**src/rtl/cu_pkg.sv**
```systemverilog
// Shared definitions for the hardwired control unit.
// Holds opcode values, the sequencer state encoding, instruction classes
// and the opcode-to-class decode function.
package cu_pkg;

  localparam int OP_W = 5;

  localparam logic [OP_W-1:0] OP_LD   = 5'd0;
  localparam logic [OP_W-1:0] OP_LDI  = 5'd1;
  localparam logic [OP_W-1:0] OP_ST   = 5'd2;
  localparam logic [OP_W-1:0] OP_ADD  = 5'd3;
  localparam logic [OP_W-1:0] OP_SUB  = 5'd4;
  localparam logic [OP_W-1:0] OP_AND  = 5'd5;
  localparam logic [OP_W-1:0] OP_OR   = 5'd6;
  localparam logic [OP_W-1:0] OP_SHR  = 5'd7;
  localparam logic [OP_W-1:0] OP_SHL  = 5'd8;
  localparam logic [OP_W-1:0] OP_ROR  = 5'd9;
  localparam logic [OP_W-1:0] OP_ROL  = 5'd10;
  localparam logic [OP_W-1:0] OP_ADDI = 5'd11;
  localparam logic [OP_W-1:0] OP_ANDI = 5'd12;
  localparam logic [OP_W-1:0] OP_ORI  = 5'd13;
  localparam logic [OP_W-1:0] OP_MUL  = 5'd14;
  localparam logic [OP_W-1:0] OP_DIV  = 5'd15;
  localparam logic [OP_W-1:0] OP_NEG  = 5'd16;
  localparam logic [OP_W-1:0] OP_NOT  = 5'd17;
  localparam logic [OP_W-1:0] OP_BR   = 5'd18;
  localparam logic [OP_W-1:0] OP_JR   = 5'd19;
  localparam logic [OP_W-1:0] OP_JAL  = 5'd20;
  localparam logic [OP_W-1:0] OP_IN   = 5'd21;
  localparam logic [OP_W-1:0] OP_OUT  = 5'd22;
  localparam logic [OP_W-1:0] OP_MFHI = 5'd23;
  localparam logic [OP_W-1:0] OP_MFLO = 5'd24;
  localparam logic [OP_W-1:0] OP_NOP  = 5'd25;
  localparam logic [OP_W-1:0] OP_HALT = 5'd26;

  typedef enum logic [3:0] {
    S_RESET, S_T0, S_T1, S_T2, S_T3, S_T4, S_T5, S_T6, S_T7, S_HALT
  } state_t;

  typedef enum logic [3:0] {
    C_ALU_R, C_ALU_I, C_LD, C_LDI, C_ST, C_MULDIV, C_NEGNOT, C_BR,
    C_JR, C_JAL, C_IN, C_OUT, C_MFHI, C_MFLO, C_NOP, C_HALT
  } class_t;

  function automatic class_t op_class(input logic [OP_W-1:0] op);
    case (op)
      OP_LD:                          return C_LD;
      OP_LDI:                         return C_LDI;
      OP_ST:                          return C_ST;
      OP_ADD, OP_SUB, OP_AND, OP_OR,
      OP_SHR, OP_SHL, OP_ROR, OP_ROL: return C_ALU_R;
      OP_ADDI, OP_ANDI, OP_ORI:       return C_ALU_I;
      OP_MUL, OP_DIV:                 return C_MULDIV;
      OP_NEG, OP_NOT:                 return C_NEGNOT;
      OP_BR:                          return C_BR;
      OP_JR:                          return C_JR;
      OP_JAL:                         return C_JAL;
      OP_IN:                          return C_IN;
      OP_OUT:                         return C_OUT;
      OP_MFHI:                        return C_MFHI;
      OP_MFLO:                        return C_MFLO;
      OP_HALT:                        return C_HALT;
      default:                        return C_NOP;  // nop and 27..31
    endcase
  endfunction

endpackage

```
**src/rtl/control_unit.sv**
```systemverilog
// Hardwired Moore sequencer driving every Datapath control input.
// Fetch T0..T2, dispatch at T3 on IR[31:27], execute up to T7.
// Ports:
//   Clock, clear_n (sync, active-low)   clock / reset
//   IR[31:0], CON_FF, Stop               instruction, branch condition, halt request
//   Run, clear, opcode[OPW-1:0]          status, datapath clear, ALU operation
//   bus drivers, register loads, misc    one-bit strobes decoded from {state,class}
//
// state   | meaning
// RESET   | datapath clear asserted, waiting for clear_n release
// T0..T2  | instruction fetch (T1 is a memory state)
// T3..T7  | execute, length depends on instruction class
// HALT    | stopped, all strobes low, left only by reset
module control_unit
  import cu_pkg::*;
#(
  parameter int MEM_WAIT = 0,
  parameter int OPW      = 5
) (
  input  logic           Clock,
  input  logic           clear_n,
  input  logic [31:0]    IR,
  input  logic           CON_FF,
  input  logic           Stop,
  output logic           Run,
  output logic           clear,
  output logic [OPW-1:0] opcode,
  output logic           PCout, Zlowout, Zhighout, MDRout, HIout,
  output logic           LOout, InportOut, Cout, BAout, Rout,
  output logic           MARin, Zin, PCin, MDRin, IRin, Yin,
  output logic           LOin, HIin, Rin, CONin, OutportIn,
  output logic           IncPC, Read, Write, GRA, GRB, GRC
);

  localparam logic [2:0] WAIT_TC = 3'(MEM_WAIT);

  state_t          r_state;
  state_t          w_next;
  state_t          w_fin;
  class_t          w_class;
  logic [OP_W-1:0] w_op;
  logic [OP_W-1:0] w_alu_op;
  logic [2:0]      r_wait;
  logic            r_stop;
  logic            w_mem;
  logic            w_hold;
  logic            w_unused_ir;

  assign w_op        = IR[31:27];
  assign w_class     = op_class(w_op);
  assign w_unused_ir = ^IR[26:0];

  // Memory states stretch by MEM_WAIT cycles; the counter restarts on every move.
  assign w_mem  = (r_state == S_T1) ||
                  (r_state == S_T6 && w_class == C_LD) ||
                  (r_state == S_T7 && w_class == C_ST);
  assign w_hold = w_mem && (r_wait != WAIT_TC);

  // Instruction boundary: a pending stop (latched or current) diverts to HALT.
  assign w_fin = (r_stop || Stop) ? S_HALT : S_T0;

  always_ff @(posedge Clock) begin
    if (!clear_n) begin
      r_state <= S_RESET;
      r_wait  <= '0;
      r_stop  <= 1'b0;
    end else begin
      r_state <= w_next;
      r_wait  <= w_hold ? r_wait + 3'd1 : '0;
      r_stop  <= r_stop | Stop;
    end
  end

  always_comb begin
    w_next = r_state;
    case (r_state)
      S_RESET: w_next = S_T0;
      S_T0:    w_next = S_T1;
      S_T1:    w_next = w_hold ? S_T1 : S_T2;
      S_T2:    w_next = S_T3;
      S_T3: begin
        case (w_class)
          C_ALU_R, C_ALU_I, C_LD, C_LDI, C_ST,
          C_MULDIV, C_NEGNOT, C_BR, C_JAL: w_next = S_T4;
          C_HALT:                          w_next = S_HALT;
          default:                         w_next = w_fin;
        endcase
      end
      S_T4:    w_next = (w_class == C_NEGNOT || w_class == C_JAL) ? w_fin : S_T5;
      S_T5: begin
        case (w_class)
          C_ALU_R, C_ALU_I, C_LDI: w_next = w_fin;
          default:                 w_next = S_T6;
        endcase
      end
      S_T6: begin
        if (w_class == C_LD || w_class == C_ST) w_next = w_hold ? S_T6 : S_T7;
        else                                    w_next = w_fin;
      end
      S_T7:    w_next = w_hold ? S_T7 : w_fin;
      S_HALT:  w_next = S_HALT;
      default: w_next = S_RESET;
    endcase
  end

  always_comb begin
    Run = 1'b0; clear = 1'b0; w_alu_op = '0;
    PCout = 1'b0; Zlowout = 1'b0; Zhighout = 1'b0; MDRout = 1'b0; HIout = 1'b0;
    LOout = 1'b0; InportOut = 1'b0; Cout = 1'b0; BAout = 1'b0; Rout = 1'b0;
    MARin = 1'b0; Zin = 1'b0; PCin = 1'b0; MDRin = 1'b0; IRin = 1'b0; Yin = 1'b0;
    LOin = 1'b0; HIin = 1'b0; Rin = 1'b0; CONin = 1'b0; OutportIn = 1'b0;
    IncPC = 1'b0; Read = 1'b0; Write = 1'b0; GRA = 1'b0; GRB = 1'b0; GRC = 1'b0;

    Run   = (r_state != S_RESET) && (r_state != S_HALT);
    clear = (r_state == S_RESET);

    case (r_state)
      S_T0: begin PCout = 1'b1; MARin = 1'b1; IncPC = 1'b1; Zin = 1'b1; end
      S_T1: begin Zlowout = 1'b1; PCin = 1'b1; Read = 1'b1; MDRin = 1'b1; end
      S_T2: begin MDRout = 1'b1; IRin = 1'b1; end
      S_T3: begin
        case (w_class)
          C_ALU_R, C_ALU_I: begin GRB = 1'b1; Rout = 1'b1; Yin = 1'b1; end
          C_LD, C_LDI, C_ST: begin GRB = 1'b1; BAout = 1'b1; Yin = 1'b1; end
          C_MULDIV: begin GRA = 1'b1; Rout = 1'b1; Yin = 1'b1; end
          C_NEGNOT: begin GRB = 1'b1; Rout = 1'b1; Zin = 1'b1; w_alu_op = w_op; end
          C_BR:     begin GRA = 1'b1; Rout = 1'b1; CONin = 1'b1; end
          C_JR:     begin GRA = 1'b1; Rout = 1'b1; PCin = 1'b1; end
          C_JAL:    begin PCout = 1'b1; GRB = 1'b1; Rin = 1'b1; end
          C_IN:     begin InportOut = 1'b1; GRA = 1'b1; Rin = 1'b1; end
          C_OUT:    begin GRA = 1'b1; Rout = 1'b1; OutportIn = 1'b1; end
          C_MFHI:   begin HIout = 1'b1; GRA = 1'b1; Rin = 1'b1; end
          C_MFLO:   begin LOout = 1'b1; GRA = 1'b1; Rin = 1'b1; end
          default: ;
        endcase
      end
      S_T4: begin
        case (w_class)
          C_ALU_R:  begin GRC = 1'b1; Rout = 1'b1; Zin = 1'b1; w_alu_op = w_op; end
          C_ALU_I: begin
            Cout = 1'b1; Zin = 1'b1;
            w_alu_op = (w_op == OP_ANDI) ? OP_AND : (w_op == OP_ORI) ? OP_OR : OP_ADD;
          end
          C_LD, C_LDI, C_ST: begin Cout = 1'b1; Zin = 1'b1; w_alu_op = OP_ADD; end
          C_MULDIV: begin GRB = 1'b1; Rout = 1'b1; Zin = 1'b1; w_alu_op = w_op; end
          C_NEGNOT: begin Zlowout = 1'b1; GRA = 1'b1; Rin = 1'b1; end
          C_BR:     begin PCout = 1'b1; Yin = 1'b1; end
          C_JAL:    begin GRA = 1'b1; Rout = 1'b1; PCin = 1'b1; end
          default: ;
        endcase
      end
      S_T5: begin
        case (w_class)
          C_ALU_R, C_ALU_I, C_LDI: begin Zlowout = 1'b1; GRA = 1'b1; Rin = 1'b1; end
          C_LD, C_ST: begin Zlowout = 1'b1; MARin = 1'b1; end
          C_MULDIV:   begin Zlowout = 1'b1; LOin = 1'b1; end
          C_BR:       begin Cout = 1'b1; Zin = 1'b1; w_alu_op = OP_ADD; end
          default: ;
        endcase
      end
      S_T6: begin
        case (w_class)
          C_LD:     begin Read = 1'b1; MDRin = 1'b1; end
          C_ST:     begin GRA = 1'b1; Rout = 1'b1; MDRin = 1'b1; end
          C_MULDIV: begin Zhighout = 1'b1; HIin = 1'b1; end
          C_BR:     begin Zlowout = 1'b1; PCin = CON_FF; end
          default: ;
        endcase
      end
      S_T7: begin
        case (w_class)
          C_LD:    begin MDRout = 1'b1; GRA = 1'b1; Rin = 1'b1; end
          C_ST:    Write = 1'b1;
          default: ;
        endcase
      end
      default: ;
    endcase

    opcode = OPW'(w_alu_op);
  end

endmodule
```
**config.mk**
```make
export PLATFORM = sky130hd
export DESIGN_NAME = control_unit
export DESIGN_NICKNAME = d
export VERILOG_FILES = /design/src/rtl/cu_pkg.sv /design/src/rtl/control_unit.sv
export SDC_FILE = /design/constraint.sdc
export NUM_CORES = 1
export LEC_CHECK = 0
export CORE_MARGIN = 5
export CORE_UTILIZATION = 37
export CTS_BUF_LIST = sky130_fd_sc_hd__clkbuf_16
export CTS_CLUSTER_DIAMETER = 150
export DETAILED_ROUTE_END_ITERATION = 12
export GPL_TIMING_DRIVEN = 0
export PLACE_DENSITY = 0.73
export SLEW_MARGIN = 20
export SYNTH_ARGS = -nofsm -noshare
export SYNTH_HDL_FRONTEND = slang
export SYNTH_SLANG_ARGS = --single-unit
```
**constraint.sdc**
```tcl
create_clock -name Clock -period 2.8 [get_ports Clock]
set_input_delay 0.56 -clock Clock [delete_from_list [all_inputs] [get_ports Clock]]
set_output_delay 0.56 -clock Clock [all_outputs]
set_load 0.005 [all_outputs]
```
==> results.sh <==
export IMPL_grtUsageTotal_pct=30.6
export IMPL_max_freq_mhz=315
export IMPL_synth_seq_area_share_pct=11.1
export IMPL_die_area_um2=5270
export IMPL_synth_top_area_cell="dfxtp_1"
export IMPL_cts_buffer_depth=2
export IMPL_required_ns=2.24
export IMPL_startpoint_type="register"
export IMPL_area_growth_pct=110
export IMPL_postCtsHoldBufs=0
export IMPL_slew_headroom_pct=52.5
export IMPL_cts_tree="yes"
export IMPL_ys_types=51
export IMPL_cp_arrival_ns=2.62
export IMPL_place_ws_ns=-1.51
export IMPL_grt_overflow=0
export IMPL_holdWs_ns=0.473
export IMPL_syn_area_um2=1450
export IMPL_core_rowCount=22
export IMPL_drtIter0Drc=506
export IMPL_start_util_pct=39.0
export IMPL_synth_avg_cell_area_um2=6.30
export IMPL_postRouteAntennaNets=0
export IMPL_finalCriticalPeriod_ns=3.18
export IMPL_clkSinkCount=8
export IMPL_powerDensity_nw_per_um2=301
export IMPL_pin_count=70
export IMPL_routed_wl_um=9430
export IMPL_synth_edf_count=0
export IMPL_via_per_inst=6.94
export IMPL_synth_ff_type="dfxtp_1"
export IMPL_p_leak_nw=1.31
export IMPL_numCtsBuffers=3
export IMPL_finalCritPeriodShare_pct=114
export IMPL_cts_reportedPaths_clkPinSlew_ns=0.04
export IMPL_antenna_found_initial=0
export IMPL_utilization_pct=81.9
export IMPL_ys_ff_latch=8
export IMPL_violations="negative setup slack"
export IMPL_synthArstFlopShare_pct=0
export IMPL_htree_levels=1
export IMPL_core_area_um2=3720
export IMPL_setup_worst_path_end_class="output port"
export IMPL_hold_viol_final=0
export IMPL_vias=2671
export IMPL_setup_viol=24
export IMPL_worstMarginPinSlew_ns=0.710
export IMPL_drcViolationCount=0
export IMPL_wire_per_inst_um=24.5
export IMPL_dr_pass1_iters=9
export IMPL_grt_max_degree=12
export IMPL_grt_pass1_vias=2458
export IMPL_crit_type="reg -> out"
export IMPL_nets=382
export IMPL_die_w_um=72.6
export IMPL_synth_nets=273
export IMPL_synth_commonest_cells="nor2_1 (33), nand2_1 (24), o21ai_0 (18), a21oi_1 (12), nand3_1 (11)"
export IMPL_ir_drop_mv=0.182
export IMPL_drive_above_1_share_pct=53.7
export IMPL_final_fill_count=198
export IMPL_fp_dieH_um=72.6
export IMPL_cp_max_fo=10
export IMPL_diodes=0
export IMPL_synthTopCellsByArea="dfxtp_1 (11%), nor2_1 (8.5%), o21ai_0 (6.2%), nand2_1 (6.2%), ha_1 (6.0%)"
export IMPL_yosysMostFrequentCell="nor2_1"
export IMPL_io_buffers=41
export IMPL_maxCapViolCount=0
export IMPL_synth_top_area_share_pct=11.1
export IMPL_min_path_type="reg -> reg"
export IMPL_rsz0062_at_grt="yes"
export IMPL_outcome="complete, but fails checks"
export IMPL_cts_root_buf="clkbuf_16"
export IMPL_clk_latency_ns=0.23
export IMPL_synthCells=230
export IMPL_drv_slew=0
export IMPL_fin_skew_ns=0.00276
export IMPL_gp_congestion=0.942
export IMPL_yosysWarnings=0
export IMPL_hpwl_um=3950
export IMPL_fin_ws_ns=-0.379
export IMPL_grt_pass1_wl_um=12700
[power by group]
part | switching [mW] | total, mW | internal, mW
combinational | 0.287 | 0.541 | 0.254
sequential | 0.00894 | 0.129 | 0.120
clock | 0.0621 | 0.247 | 0.185
total | 0.358 | 0.916 | 0.559
[critical path, cell delays in order, from the launching register on]
cell and delay (ns):
dfxtp_1 0.30, clkbuf_1 0.22, nand2b_2 0.33, or3_1 0.34
clkbuf_1 0.24, nor2_2 0.20, nand3_1 0.11, nor2_1 0.11
clkdlybuf4s50_1 0.51
[sequential cells by signal (all words and copies together) (netlist names)]
name and count:
r_state 4, r_wait 3, r_stop 1
[placed cells by master (no fill, tap or decap), types with 4 or more instances in the layout]
| cell type | synthesis | layout |
|---|---|---|
| nand2b_1 | 8 | 6 |
| a21oi_1 | 12 | 4 |
| o21ai_1 | 1 | 7 |
| nor2_4 | 0 | 10 |
| o21ai_2 | 1 | 4 |
| nand2_4 | 0 | 4 |
| nand2_1 | 24 | 15 |
| nand3_1 | 11 | 8 |
| o211ai_1 | 10 | 10 |
| inv_1 | 10 | 8 |
| buf_2 | 4 | 13 |
| o21ai_0 | 18 | 8 |
| dfxtp_1 | 8 | 8 |
| buf_4 | 2 | 51 |
| nor2b_1 | 5 | 4 |
| a31oi_1 | 4 | 4 |
| clkdlybuf4s50_1 | 0 | 9 |
| buf_6 | 0 | 20 |
| nor3_1 | 8 | 4 |
| nor2_2 | 0 | 5 |
| a21oi_2 | 0 | 5 |
| clkbuf_16 | 0 | 5 |
| clkbuf_2 | 0 | 9 |
| nor2_1 | 33 | 18 |
[final timing paths]
path                          from               endpoint  slack [ns]  cells after the start
min           r_wait[0]$_SDFF_PN0_   r_wait[0]$_SDFF_PN0_        0.47                      1
max reg2reg  r_state[3]$_SDFF_PN0_  r_state[3]$_SDFF_PN0_        0.17                     10
min reg2reg   r_wait[0]$_SDFF_PN0_   r_wait[0]$_SDFF_PN0_        0.47                      1
max          r_state[3]$_SDFF_PN0_                  HIout       -0.38                      8
[cells by family after synthesis]
kind of cell / Yosys count / synth area share (%)
AOI/OAI and AO/OA: 79 / 38.0
xor gates and xnor gates: 3 / 1.81
adders and majority gates: 7 / 6.04
buffers and inverters: 24 / 7.08
DFF: 8 / 11.1
and+or+nand+nor: 109 / 36.0
[per-stage QoR]
stage               cells  TNS (ns)  power (mW)  area [um2]
finish                385     -5.49       0.916        3040
global route          385     -6.93       0.941        3040
CTS                   367     -2.89       0.793        2770
detailed placement    319    -39.28       0.386        1940
global placement      319    -38.75       0.387        1940
floorplan             230         0       0.284        1470
[what timing repair did]
item | 4_1_cts | 5_1_grt
endpoints found under the setup margin | 34 | 33
gates cloned | 3 | 0
pin swaps | 25 | 30
gates resized for setup | 198 | 66
buffers inserted | 43 | 23
[cell type report]
type	instances	area, um2	area share (%)
buffer	12	136	4.48
multi-input combinational	198	1670	55.0
clock buffer	3	75.1	2.47
sequential	8	160	5.26
inverter	10	45.0	1.48
timing repair buffer	106	892	29.3
tap	48	60.1	1.97
[layer usage]
metal	track usage (%)	wire [um]	vias up	share of wire, %
met3	8.13	1100	102	12
met1	36.7	3410	1223	36
met4	18.0	911	0	9.7
met5	0	0	-	0
li1	-	-	1069	-
met2	48.8	4010	277	42
Power figures use the tool's default switching activity.
